===== config.mk =====
export PLATFORM = sky130hd
export DESIGN_NAME = multicyc_ctrl
export DESIGN_NICKNAME = d
export VERILOG_FILES = /design/src/rtl/multicyc_pkg.sv /design/src/rtl/multicyc_decode.sv /design/src/rtl/multicyc_ctrl.sv
export SDC_FILE = /design/constraint.sdc
export NUM_CORES = 1
export LEC_CHECK = 0
export ABC_CLOCK_PERIOD_IN_PS = 1800
export CAP_MARGIN = 20
export CORE_MARGIN = 1.5
export CORE_UTILIZATION = 33
export CTS_BUF_LIST = sky130_fd_sc_hd__clkbuf_16
export CTS_CLUSTER_SIZE = 10
export DETAILED_ROUTE_END_ITERATION = 10
export PLACE_DENSITY_LB_ADDON = 0.12
export SYNTH_ARGS = -nofsm -noshare
export SYNTH_HDL_FRONTEND = slang
export SYNTH_SLANG_ARGS = --single-unit

===== constraint.sdc =====
create_clock -name clk -period 1.8 [get_ports clk]
set_input_delay 0.27 -clock clk [delete_from_list [all_inputs] [get_ports clk]]
set_output_delay 0.27 -clock clk [all_outputs]
set_load 0.01 [all_outputs]

===== src/rtl/multicyc_pkg.sv =====
// Shared constants for the multi-cycle control sequencer.
// The TRAP state exists only when MULTICYC_ILLEGAL_TRAP_EN is defined.
package multicyc_pkg;

   localparam int INSN_LEN       = 32;
   localparam int IMM_TYPE_WIDTH = 3;
   localparam int ALU_OP_WIDTH   = 4;

   localparam logic [IMM_TYPE_WIDTH-1:0] IMM_I = 3'd0;
   localparam logic [IMM_TYPE_WIDTH-1:0] IMM_S = 3'd1;
   localparam logic [IMM_TYPE_WIDTH-1:0] IMM_B = 3'd2;
   localparam logic [IMM_TYPE_WIDTH-1:0] IMM_U = 3'd3;
   localparam logic [IMM_TYPE_WIDTH-1:0] IMM_J = 3'd4;

   localparam logic [6:0] OPC_LUI      = 7'b0110111;
   localparam logic [6:0] OPC_AUIPC    = 7'b0010111;
   localparam logic [6:0] OPC_JAL      = 7'b1101111;
   localparam logic [6:0] OPC_JALR     = 7'b1100111;
   localparam logic [6:0] OPC_BRANCH   = 7'b1100011;
   localparam logic [6:0] OPC_LOAD     = 7'b0000011;
   localparam logic [6:0] OPC_STORE    = 7'b0100011;
   localparam logic [6:0] OPC_OP_IMM   = 7'b0010011;
   localparam logic [6:0] OPC_OP       = 7'b0110011;
   localparam logic [6:0] OPC_MISC_MEM = 7'b0001111;
   localparam logic [6:0] OPC_SYSTEM   = 7'b1110011;

   localparam logic [1:0] WB_ALU  = 2'd0;
   localparam logic [1:0] WB_LOAD = 2'd1;
   localparam logic [1:0] WB_PC4  = 2'd2;

   localparam logic [1:0] PC_PLUS4 = 2'd0;
   localparam logic [1:0] PC_ALU   = 2'd1;
   localparam logic [1:0] PC_BR    = 2'd2;

   localparam logic [ALU_OP_WIDTH-1:0] ALU_ADD    = 4'd0;
   localparam logic [ALU_OP_WIDTH-1:0] ALU_SUB    = 4'd1;
   localparam logic [ALU_OP_WIDTH-1:0] ALU_SLL    = 4'd2;
   localparam logic [ALU_OP_WIDTH-1:0] ALU_SLT    = 4'd3;
   localparam logic [ALU_OP_WIDTH-1:0] ALU_SLTU   = 4'd4;
   localparam logic [ALU_OP_WIDTH-1:0] ALU_XOR    = 4'd5;
   localparam logic [ALU_OP_WIDTH-1:0] ALU_SRL    = 4'd6;
   localparam logic [ALU_OP_WIDTH-1:0] ALU_SRA    = 4'd7;
   localparam logic [ALU_OP_WIDTH-1:0] ALU_OR     = 4'd8;
   localparam logic [ALU_OP_WIDTH-1:0] ALU_AND    = 4'd9;
   localparam logic [ALU_OP_WIDTH-1:0] ALU_PASS_B = 4'd10;

   typedef enum logic [2:0] {
      S_FETCH,
      S_DECODE,
      S_EXEC,
      S_MEM,
      S_WB
`ifdef MULTICYC_ILLEGAL_TRAP_EN
      , S_TRAP
`endif
   } state_e;

   typedef enum logic [2:0] {
      CL_NOP,
      CL_ALU,
      CL_JUMP,
      CL_BRANCH,
      CL_LOAD,
      CL_STORE
   } cls_e;

   function automatic logic [ALU_OP_WIDTH-1:0] alu_fn(
      input logic [2:0] f3,
      input logic       alt
   );
      logic [ALU_OP_WIDTH-1:0] r;
      case (f3)
         3'b000:  r = alt ? ALU_SUB : ALU_ADD;
         3'b001:  r = ALU_SLL;
         3'b010:  r = ALU_SLT;
         3'b011:  r = ALU_SLTU;
         3'b100:  r = ALU_XOR;
         3'b101:  r = alt ? ALU_SRA : ALU_SRL;
         3'b110:  r = ALU_OR;
         default: r = ALU_AND;
      endcase
      return r;
   endfunction

endpackage


===== src/rtl/multicyc_decode.sv =====
// Combinational opcode/funct decode: class, immediate format,
// operand selects, ALU operation and illegal-encoding flag.
module multicyc_decode
   import multicyc_pkg::*;
(
   input  logic [INSN_LEN-1:0]       inst,
   output cls_e                      cls,
   output logic [IMM_TYPE_WIDTH-1:0] imm_type,
   output logic                      alu_a_sel,
   output logic                      alu_b_sel,
   output logic [ALU_OP_WIDTH-1:0]   alu_op,
   output logic                      illegal
);

   logic [6:0] opc;
   logic [2:0] f3;
   logic [6:0] f7;
   logic       op_ok;
   logic       unused_fields;

   assign opc = inst[6:0];
   assign f3  = inst[14:12];
   assign f7  = inst[31:25];
   assign unused_fields = ^{inst[24:15], inst[11:7]};

   // Only SUB and SRA may set the alternate funct7 bit.
   assign op_ok = (f7 == 7'h00) ||
                  (f7 == 7'h20 && (f3 == 3'b000 || f3 == 3'b101));

   always_comb begin
      cls       = CL_NOP;
      imm_type  = IMM_I;
      alu_a_sel = 1'b0;
      alu_b_sel = 1'b0;
      alu_op    = ALU_ADD;
      illegal   = 1'b0;
      case (opc)
         OPC_LUI: begin
            cls       = CL_ALU;
            imm_type  = IMM_U;
            alu_b_sel = 1'b1;
            alu_op    = ALU_PASS_B;
         end
         OPC_AUIPC: begin
            cls       = CL_ALU;
            imm_type  = IMM_U;
            alu_a_sel = 1'b1;
            alu_b_sel = 1'b1;
         end
         OPC_JAL: begin
            cls       = CL_JUMP;
            imm_type  = IMM_J;
            alu_a_sel = 1'b1;
            alu_b_sel = 1'b1;
         end
         OPC_JALR: begin
            cls       = CL_JUMP;
            alu_b_sel = 1'b1;
         end
         OPC_BRANCH: cls = CL_BRANCH;
         OPC_LOAD: begin
            cls       = CL_LOAD;
            alu_b_sel = 1'b1;
         end
         OPC_STORE: begin
            cls       = CL_STORE;
            imm_type  = IMM_S;
            alu_b_sel = 1'b1;
         end
         OPC_OP_IMM: begin
            cls       = CL_ALU;
            alu_b_sel = 1'b1;
            alu_op    = alu_fn(f3, f3 == 3'b101 && inst[30]);
         end
         OPC_OP: begin
            if (op_ok) begin
               cls    = CL_ALU;
               alu_op = alu_fn(f3, inst[30]);
            end else begin
               illegal = 1'b1;
            end
         end
         OPC_MISC_MEM, OPC_SYSTEM: cls = CL_NOP;
         default: illegal = 1'b1;
      endcase
   end

endmodule


===== src/rtl/multicyc_ctrl.sv =====
// Multi-cycle FETCH/DECODE/EXEC/MEM/WB control sequencer.
// Define MULTICYC_ILLEGAL_TRAP_EN to add the sticky TRAP state and trap port.
module multicyc_ctrl
   import multicyc_pkg::*;
(
   input  logic                      clk,
   input  logic                      reset,
   input  logic [INSN_LEN-1:0]       inst,
   output logic                      imem_req,
   input  logic                      imem_ack,
   output logic                      ir_we,
   output logic [IMM_TYPE_WIDTH-1:0] imm_type,
   output logic                      alu_a_sel,
   output logic                      alu_b_sel,
   output logic [ALU_OP_WIDTH-1:0]   alu_op,
   input  logic                      br_taken,
   output logic                      dmem_req,
   output logic                      dmem_we,
   input  logic                      dmem_ack,
   output logic                      rf_we,
   output logic [1:0]                wb_sel,
   output logic                      pc_we,
   output logic [1:0]                pc_sel,
   output logic                      retire
`ifdef MULTICYC_ILLEGAL_TRAP_EN
   ,
   output logic                      trap
`endif
);

   state_e                    state_q, state_d;
   cls_e                      cls;
   logic [IMM_TYPE_WIDTH-1:0] dec_imm;
   logic                      dec_a, dec_b;
   logic [ALU_OP_WIDTH-1:0]   dec_op;
   logic                      illegal;
   logic                      rd_nz;
   logic                      drive_sel;

   multicyc_decode u_decode (
      .inst      (inst),
      .cls       (cls),
      .imm_type  (dec_imm),
      .alu_a_sel (dec_a),
      .alu_b_sel (dec_b),
      .alu_op    (dec_op),
      .illegal   (illegal)
   );

`ifndef MULTICYC_ILLEGAL_TRAP_EN
   logic unused_illegal;
   assign unused_illegal = illegal;
`endif

   assign rd_nz = |inst[11:7];

   always_comb begin
      state_d   = state_q;
      drive_sel = 1'b0;
      imem_req  = 1'b0;
      ir_we     = 1'b0;
      dmem_req  = 1'b0;
      dmem_we   = 1'b0;
      rf_we     = 1'b0;
      wb_sel    = WB_ALU;
      pc_we     = 1'b0;
      pc_sel    = PC_PLUS4;
      retire    = 1'b0;
      imm_type  = '0;
      alu_a_sel = 1'b0;
      alu_b_sel = 1'b0;
      alu_op    = '0;
`ifdef MULTICYC_ILLEGAL_TRAP_EN
      trap      = 1'b0;
`endif
      // Every output is forced low for the whole reset window.
      if (!reset) begin
         case (state_q)
            S_FETCH: begin
               imem_req = 1'b1;
               if (imem_ack) begin
                  ir_we   = 1'b1;
                  state_d = S_DECODE;
               end
            end
            S_DECODE: begin
               drive_sel = 1'b1;
               state_d   = S_EXEC;
`ifdef MULTICYC_ILLEGAL_TRAP_EN
               if (illegal) begin
                  drive_sel = 1'b0;
                  state_d   = S_TRAP;
               end
`endif
            end
            S_EXEC: begin
               drive_sel = 1'b1;
               state_d   = S_FETCH;
               case (cls)
                  CL_ALU: begin
                     rf_we  = rd_nz;
                     pc_we  = 1'b1;
                     retire = 1'b1;
                  end
                  CL_JUMP: begin
                     rf_we  = rd_nz;
                     wb_sel = WB_PC4;
                     pc_we  = 1'b1;
                     pc_sel = PC_ALU;
                     retire = 1'b1;
                  end
                  CL_BRANCH: begin
                     pc_we  = 1'b1;
                     pc_sel = br_taken ? PC_BR : PC_PLUS4;
                     retire = 1'b1;
                  end
                  CL_LOAD, CL_STORE: state_d = S_MEM;
                  default: begin
                     pc_we  = 1'b1;
                     retire = 1'b1;
                  end
               endcase
            end
            S_MEM: begin
               drive_sel = 1'b1;
               dmem_req  = 1'b1;
               dmem_we   = (cls == CL_STORE);
               if (dmem_ack) begin
                  if (cls == CL_STORE) begin
                     pc_we   = 1'b1;
                     retire  = 1'b1;
                     state_d = S_FETCH;
                  end else begin
                     state_d = S_WB;
                  end
               end
            end
            S_WB: begin
               drive_sel = 1'b1;
               rf_we     = rd_nz;
               wb_sel    = WB_LOAD;
               pc_we     = 1'b1;
               retire    = 1'b1;
               state_d   = S_FETCH;
            end
`ifdef MULTICYC_ILLEGAL_TRAP_EN
            S_TRAP: trap = 1'b1;
`endif
            default: state_d = S_FETCH;
         endcase
      end
      if (drive_sel) begin
         imm_type  = dec_imm;
         alu_a_sel = dec_a;
         alu_b_sel = dec_b;
         alu_op    = dec_op;
      end
   end

   always_ff @(posedge clk) begin
      if (reset) state_q <= S_FETCH;
      else       state_q <= state_d;
   end

endmodule


# Word level (Yosys, flattened, before mapping)
# Index checks and enable logic that the tools add are counted.
# totals
in_bits	37
output_inout_bits	20
ff_bits	3
wordCells	93
# op_classes
mux	48
n_reduce_logical	17
eq_ne	27
# ops
cell	n
4-bit case mux with 7 select lines	2
7-bit by 6-bit equality test with 1-bit output (second input constant)	4
1-bit two-way mux	26
7-bit equality test (second input constant)	3
3-bit by 2-bit equality test with 1-bit output (second input constant)	6
3-bit equality test (second input constant)	6
3-bit case mux with 6 select lines	1
7-bit by 5-bit equality test with 1-bit output (second input constant)	2
2-bit two-way mux	6
3-bit two-way mux	4
3-bit case mux with 4 select lines	1
4-bit case mux with 3 select lines	1
2-bit OR reduction	5
3-bit by 1-bit equality test with 1-bit output (second input constant)	3
3-bit case mux with 3 select lines	1
4-bit two-way mux	2
2-bit case mux with 2 select lines	2
7-bit by 2-bit equality test with 1-bit output (second input constant)	1
7-bit logical NOT	1
7-bit OR reduction	1
3-bit logical NOT	2
5-bit OR reduction	1
2-bit != test (second input constant)	2
4-bit OR reduction	1
6 further kinds	8

# Depth between registers and ports, before layout
# Gate-level depths: netlist of run 1.
# depth
depth_word	11
mapped_depth	5

# Modules after synthesis
# Synthesis of run 1 repeated with hierarchy kept, for this count alone.
# unflattened
cells_unflattened	121
hier_area_um2	819.5
# modules_own_cells
mod	cells_per_inst	area_per_inst_um2	n_inst
multicyc_ctrl	59	459.2	1
multicyc_decode	62	360.3	1

# Worst setup path before layout of run 1
# Ideal clock, no wire load.
# synth_path
kind	flip-flop to output port
start	register state_q[1]
end	output alu_b_sel
t_arrival_ns	1.459
n_path_buf	1
path_stages_with_launch	6
setup_slack_ns	0.071
path_cell_list	dfxtp_1 > buf_6 > or3b_4 > nor2_2 > nor2_1 > o32ai_1
# synth_via
elab_chain_cells	5
word_cells_on_any_way	8
# synth_lines
item	line	source
from (decl)	multicyc_ctrl.sv:31	state_e state_q, state_d;
from (signal assigned)	multicyc_ctrl.sv:162	else state_q <= state_d;
3-bit by 2-bit equality test with 1-bit output (tied with other cells)	multicyc_ctrl.sv:78	case (state_q)
4-bit OR reduction (no line) (*)	-	
1-bit two-way mux (*)	multicyc_ctrl.sv:78	
1-bit two-way mux (*)	multicyc_ctrl.sv:77	if (!reset) begin
1-bit two-way mux (*)	multicyc_ctrl.sv:152	if (drive_sel) begin
to (decl)	multicyc_ctrl.sv:14	output logic alu_b_sel,
# Every way passes the cells marked *; elsewhere a longest branch is shown, timed or not.

# Final worst setup path of run 1
# layout_path
start	register state_q[1]
end	output alu_op[3]
# layout_via
elab_chain_cells	5
word_cells_on_any_way	8
# layout_lines
item	line	source
3-bit by 2-bit equality test with 1-bit output (tied with other cells)	multicyc_ctrl.sv:78	
4-bit OR reduction (no line) (*)	-	
1-bit two-way mux (*)	multicyc_ctrl.sv:78	
1-bit two-way mux (*)	multicyc_ctrl.sv:77	
4-bit two-way mux (*)	multicyc_ctrl.sv:152	
to (decl)	multicyc_ctrl.sv:15	output logic [ALU_OP_WIDTH-1:0] alu_op,
# Marks and branches as above.

==> impl_results.md, run 1 <==
- Number of flip-flops under the largest register name: 3
- Final net count: 236
- Worst min path class: reg2reg
- Vias per inst: 5.99
- Least-Margin Pin Slew: 0.349 ns
- Asr flop ratio synth: 0
- Htree depth: 1
- Final instance area: 0.00176 mm^2
- Place WS: -0.827 ns
- Clock Latency Late Sink: 0.23 ns
- Filler cells: 94
- Register bit total from synthesis: 3
- Max Clk Rate: 470 MHz
- CTS tree: built
- Sequential area share after synthesis: 0.0839
- Via count: 1,347
- Hold path start: state_q[0]
- Slew headroom: 0.766
- Endpoints failing setup: 19
- TritonRoute pass-1 iters: 4
- Final Hold Vio Count: 0
- Post-route DRC: 0
- Syn Inst Count: 104
- CP Capture Type: output pin
- Netlist Area Pre-Place: 716 um^2
- Failing checks: negative setup slack
- Crit start category: flip-flop
- Die W: 49.6 um
- CP peak stage delay: 0.43 ns
- Initial Util: 0.357
- Clock tree buffer depth: 2
- Sw Share: 0.319
- Crit path buffers/inverters: 2
- Worst endpoint required time: 1.53 ns
- Die Height: 49.6 um
- Row count: 16
- Clk pwr share: 0.477
- Critical Path AT: 1.86 ns
- Cell family with most CP delay: simple AND/OR/NAND/NOR gates
- Syn. warnings: 0
- Setup crit start: state_q[1]
- Comb power frac: 0.424
- Fin crit period: 2.13 ns
- Buffers on Ports: 46
- Status: finished with violations
- Hold_ws: 0.749 ns
- Leak Pwr: 0.000790 uW
- Sequential share of power: 0.099
- Largest reg by FF count: state_q
- Core Box Area: 0.00200 mm^2
- Die area: 0.00246 mm^2
- Internal Pwr Total: 513 uW
- Biggest regs: state_q x3
- Drt first-iter violations: 70
- Routed len/inst: 20.6 um
- Initial antenna violation count: 0
- Count of cell types in the netlist: 48
- Gpl congestion: 0.832
- Worst-path fanout max: 4
- Critical path class: reg2out
- Pins Over Slew Limit: 0
- Num CTS Buffers: 3
- Period utilisation layout: 1.18
- Routed WL: 4630 um
- Post-layout worst setup margin: -0.326 ns
- Tot GR Track Use: 0.329
- Antenna diodes: 0
- Clk slew on worst S/H paths: 0.03 ns
- Net count after synthesis: 141
- First-pass GRT wire length: 6260 um
- Hpwl dp: 2200 um
- Avg Cell Area, Syn: 6.88 um^2
- Synth-to-Final Area Change: 145%
- Commonest register cell after synthesis: dfxtp_1
- Largest net degree at the start of global routing: 12
- Total Power: 753 uW
- Remaining antenna violation count: 0
- Grt total ovfl: 0
- CTS root buffer: clkbuf_16
- PwrDens: 428 mW/mm^2
- Top Ports: 57
- Post-synth EDFFs: 0
- TritonCTS Sinks: 3
- Worst-path cell chain: or3b_4 -> o22ai_4 -> buf_6 -> nand3_4 -> o32ai_2 -> buf_2
- Placed instance area: 0.00145 mm^2
- Fraction of layout cells with a size suffix above 1: 0.621
- Switch Pwr: 240 uW
- Slowest CP cell: or3b_4
- Skew final: 0.00139 ns
- RSZ-0062 raised after global routing: yes
- R2r startpoint: state_q[2]
- Worst VDD drop: 0.554 mV
- Vias in the first global route: 1,341
- MaxCap Viol Count: 0
## through the flow
| step | instances | util | TNS [ns] |
|---|---|---|---|
| 3_3_place_gp | 207 | 0.723 | -12.30 |
| 2_1_floorplan | 104 | - | 0 |
| 5_1_grt | 225 | 0.878 | -3.44 |
| 4_1_cts | 222 | 0.841 | -1.82 |
| 6_report | 225 | 0.878 | -2.82 |
| 3_5_place_dp | 207 | 0.723 | -12.76 |
## metal layers
layer,wire length [um],share of wire,up-vias,GRT usage
met5,0,0,-,0
met2,2300,0.50,126,0.607
met4,200,0.043,0,0.153
met3,508,0.11,25,0.0545
met1,1610,0.35,616,0.361
li1,-,-,580,-
## cell usage after synthesis (all sizes together), types with 2 or more instances
| cell type | instances | area [um^2] |
|---|---|---|
| a211oi | 4 | 30.0 |
| a21oi | 11 | 58.8 |
| a31oi | 2 | 12.5 |
| buf | 5 | 33.8 |
| clkbuf | 2 | 7.51 |
| dfxtp | 3 | 60.1 |
| inv | 6 | 22.5 |
| nand2 | 9 | 33.8 |
| nand3 | 7 | 47.6 |
| nand3b | 2 | 18.8 |
| nor2 | 11 | 51.3 |
| nor2b | 2 | 12.5 |
| nor3 | 9 | 56.3 |
| nor4 | 3 | 18.8 |
| o21ai | 2 | 10.0 |
| o22ai | 2 | 26.3 |
| o32ai | 3 | 41.3 |
| xor2 | 2 | 17.5 |
## worst register-to-register path, stage by stage, from the launching register on
cell and delay, ns:
dfxtp_2 0.32, buf_4 0.13, or2_4 0.26, buf_4 0.16
buf_6 0.13, a31oi_1 0.21, a21boi_0 0.36
## final cells by class
type                       instances  area, um^2  share of cell area
clock inverter                     1        3.75             0.00214
tap                               27        33.8              0.0192
timing repair buffer              97         763               0.434
clock buffer                       3        75.1              0.0427
multi-input combinational         88         796               0.453
sequential                         3        62.6              0.0356
inverter                           6        22.5              0.0128
## placed cells by master (no fill, tap or decap), types with 5 or more instances in the layout
cell type        instances
inv_1                    7
buf_2                   18
dlygate4sd2_1            8
nand2_1                  8
a21oi_1                  7
nor3_2                   5
buf_6                    8
buf_4                   46
clkdlybuf4s50_1         10
## cells by family (layout without fill, tap and decap cells)
kind of cell	Yosys count	count (layout)	share of synthesized area
buffers and inverters	13	107	0.0892
flip-flops	3	3	0.0839
AND/OR/NAND/NOR	53	53	0.442
AO/OA/AOI/OAI	31	31	0.334
multiplexers	1	1	0.0140
XOR/XNOR	3	3	0.0367
## what timing repair did
| action | 4_1_cts | 5_1_grt |
|---|---|---|
| setup buffers | 11 | 3 |
| setup endpoints to repair | 20 | 19 |
| hold buffers | 0 | 0 |
| endpoints found under the hold margin | 0 | 0 |
| pin swaps | 25 | 7 |
| resized for setup | 136 | 19 |
## power by group through the flow
| stage | clock network (uW) | registers (uW) | logic, uW |
|---|---|---|---|
| 6_report | 359 | 74.2 | 319 |
| 4_1_cts | 350 | 73.8 | 281 |
| 3_5_place_dp | 0 | 75.0 | 237 |
| 3_3_place_gp | 0 | 74.3 | 231 |
| 2_1_floorplan | 0 | 73.6 | 94.3 |
| 5_1_grt | 366 | 73.9 | 331 |
## worst paths after layout
path           endpoint  slack [ns]  cells after the start
max           alu_op[3]       -0.33                      6
max reg2reg  state_q[1]        0.09                      6
min          state_q[0]        0.75                      2
min reg2reg  state_q[0]        0.75                      2
Note: power is estimated with default switching activity, not from simulation.
==> run 2: changes to the inputs <==
--- a/config.mk
+++ b/config.mk
@@ -6,7 +6,7 @@
 export NUM_CORES = 1
 export LEC_CHECK = 0
 export ABC_CLOCK_PERIOD_IN_PS = 1800
-export CAP_MARGIN = 20
+export CAP_MARGIN = 15
 export CORE_MARGIN = 1.5
 export CORE_UTILIZATION = 33
 export CTS_BUF_LIST = sky130_fd_sc_hd__clkbuf_16
==> results of run 2 <==
Final layout, timing and power as in run 1 (identical DEF).
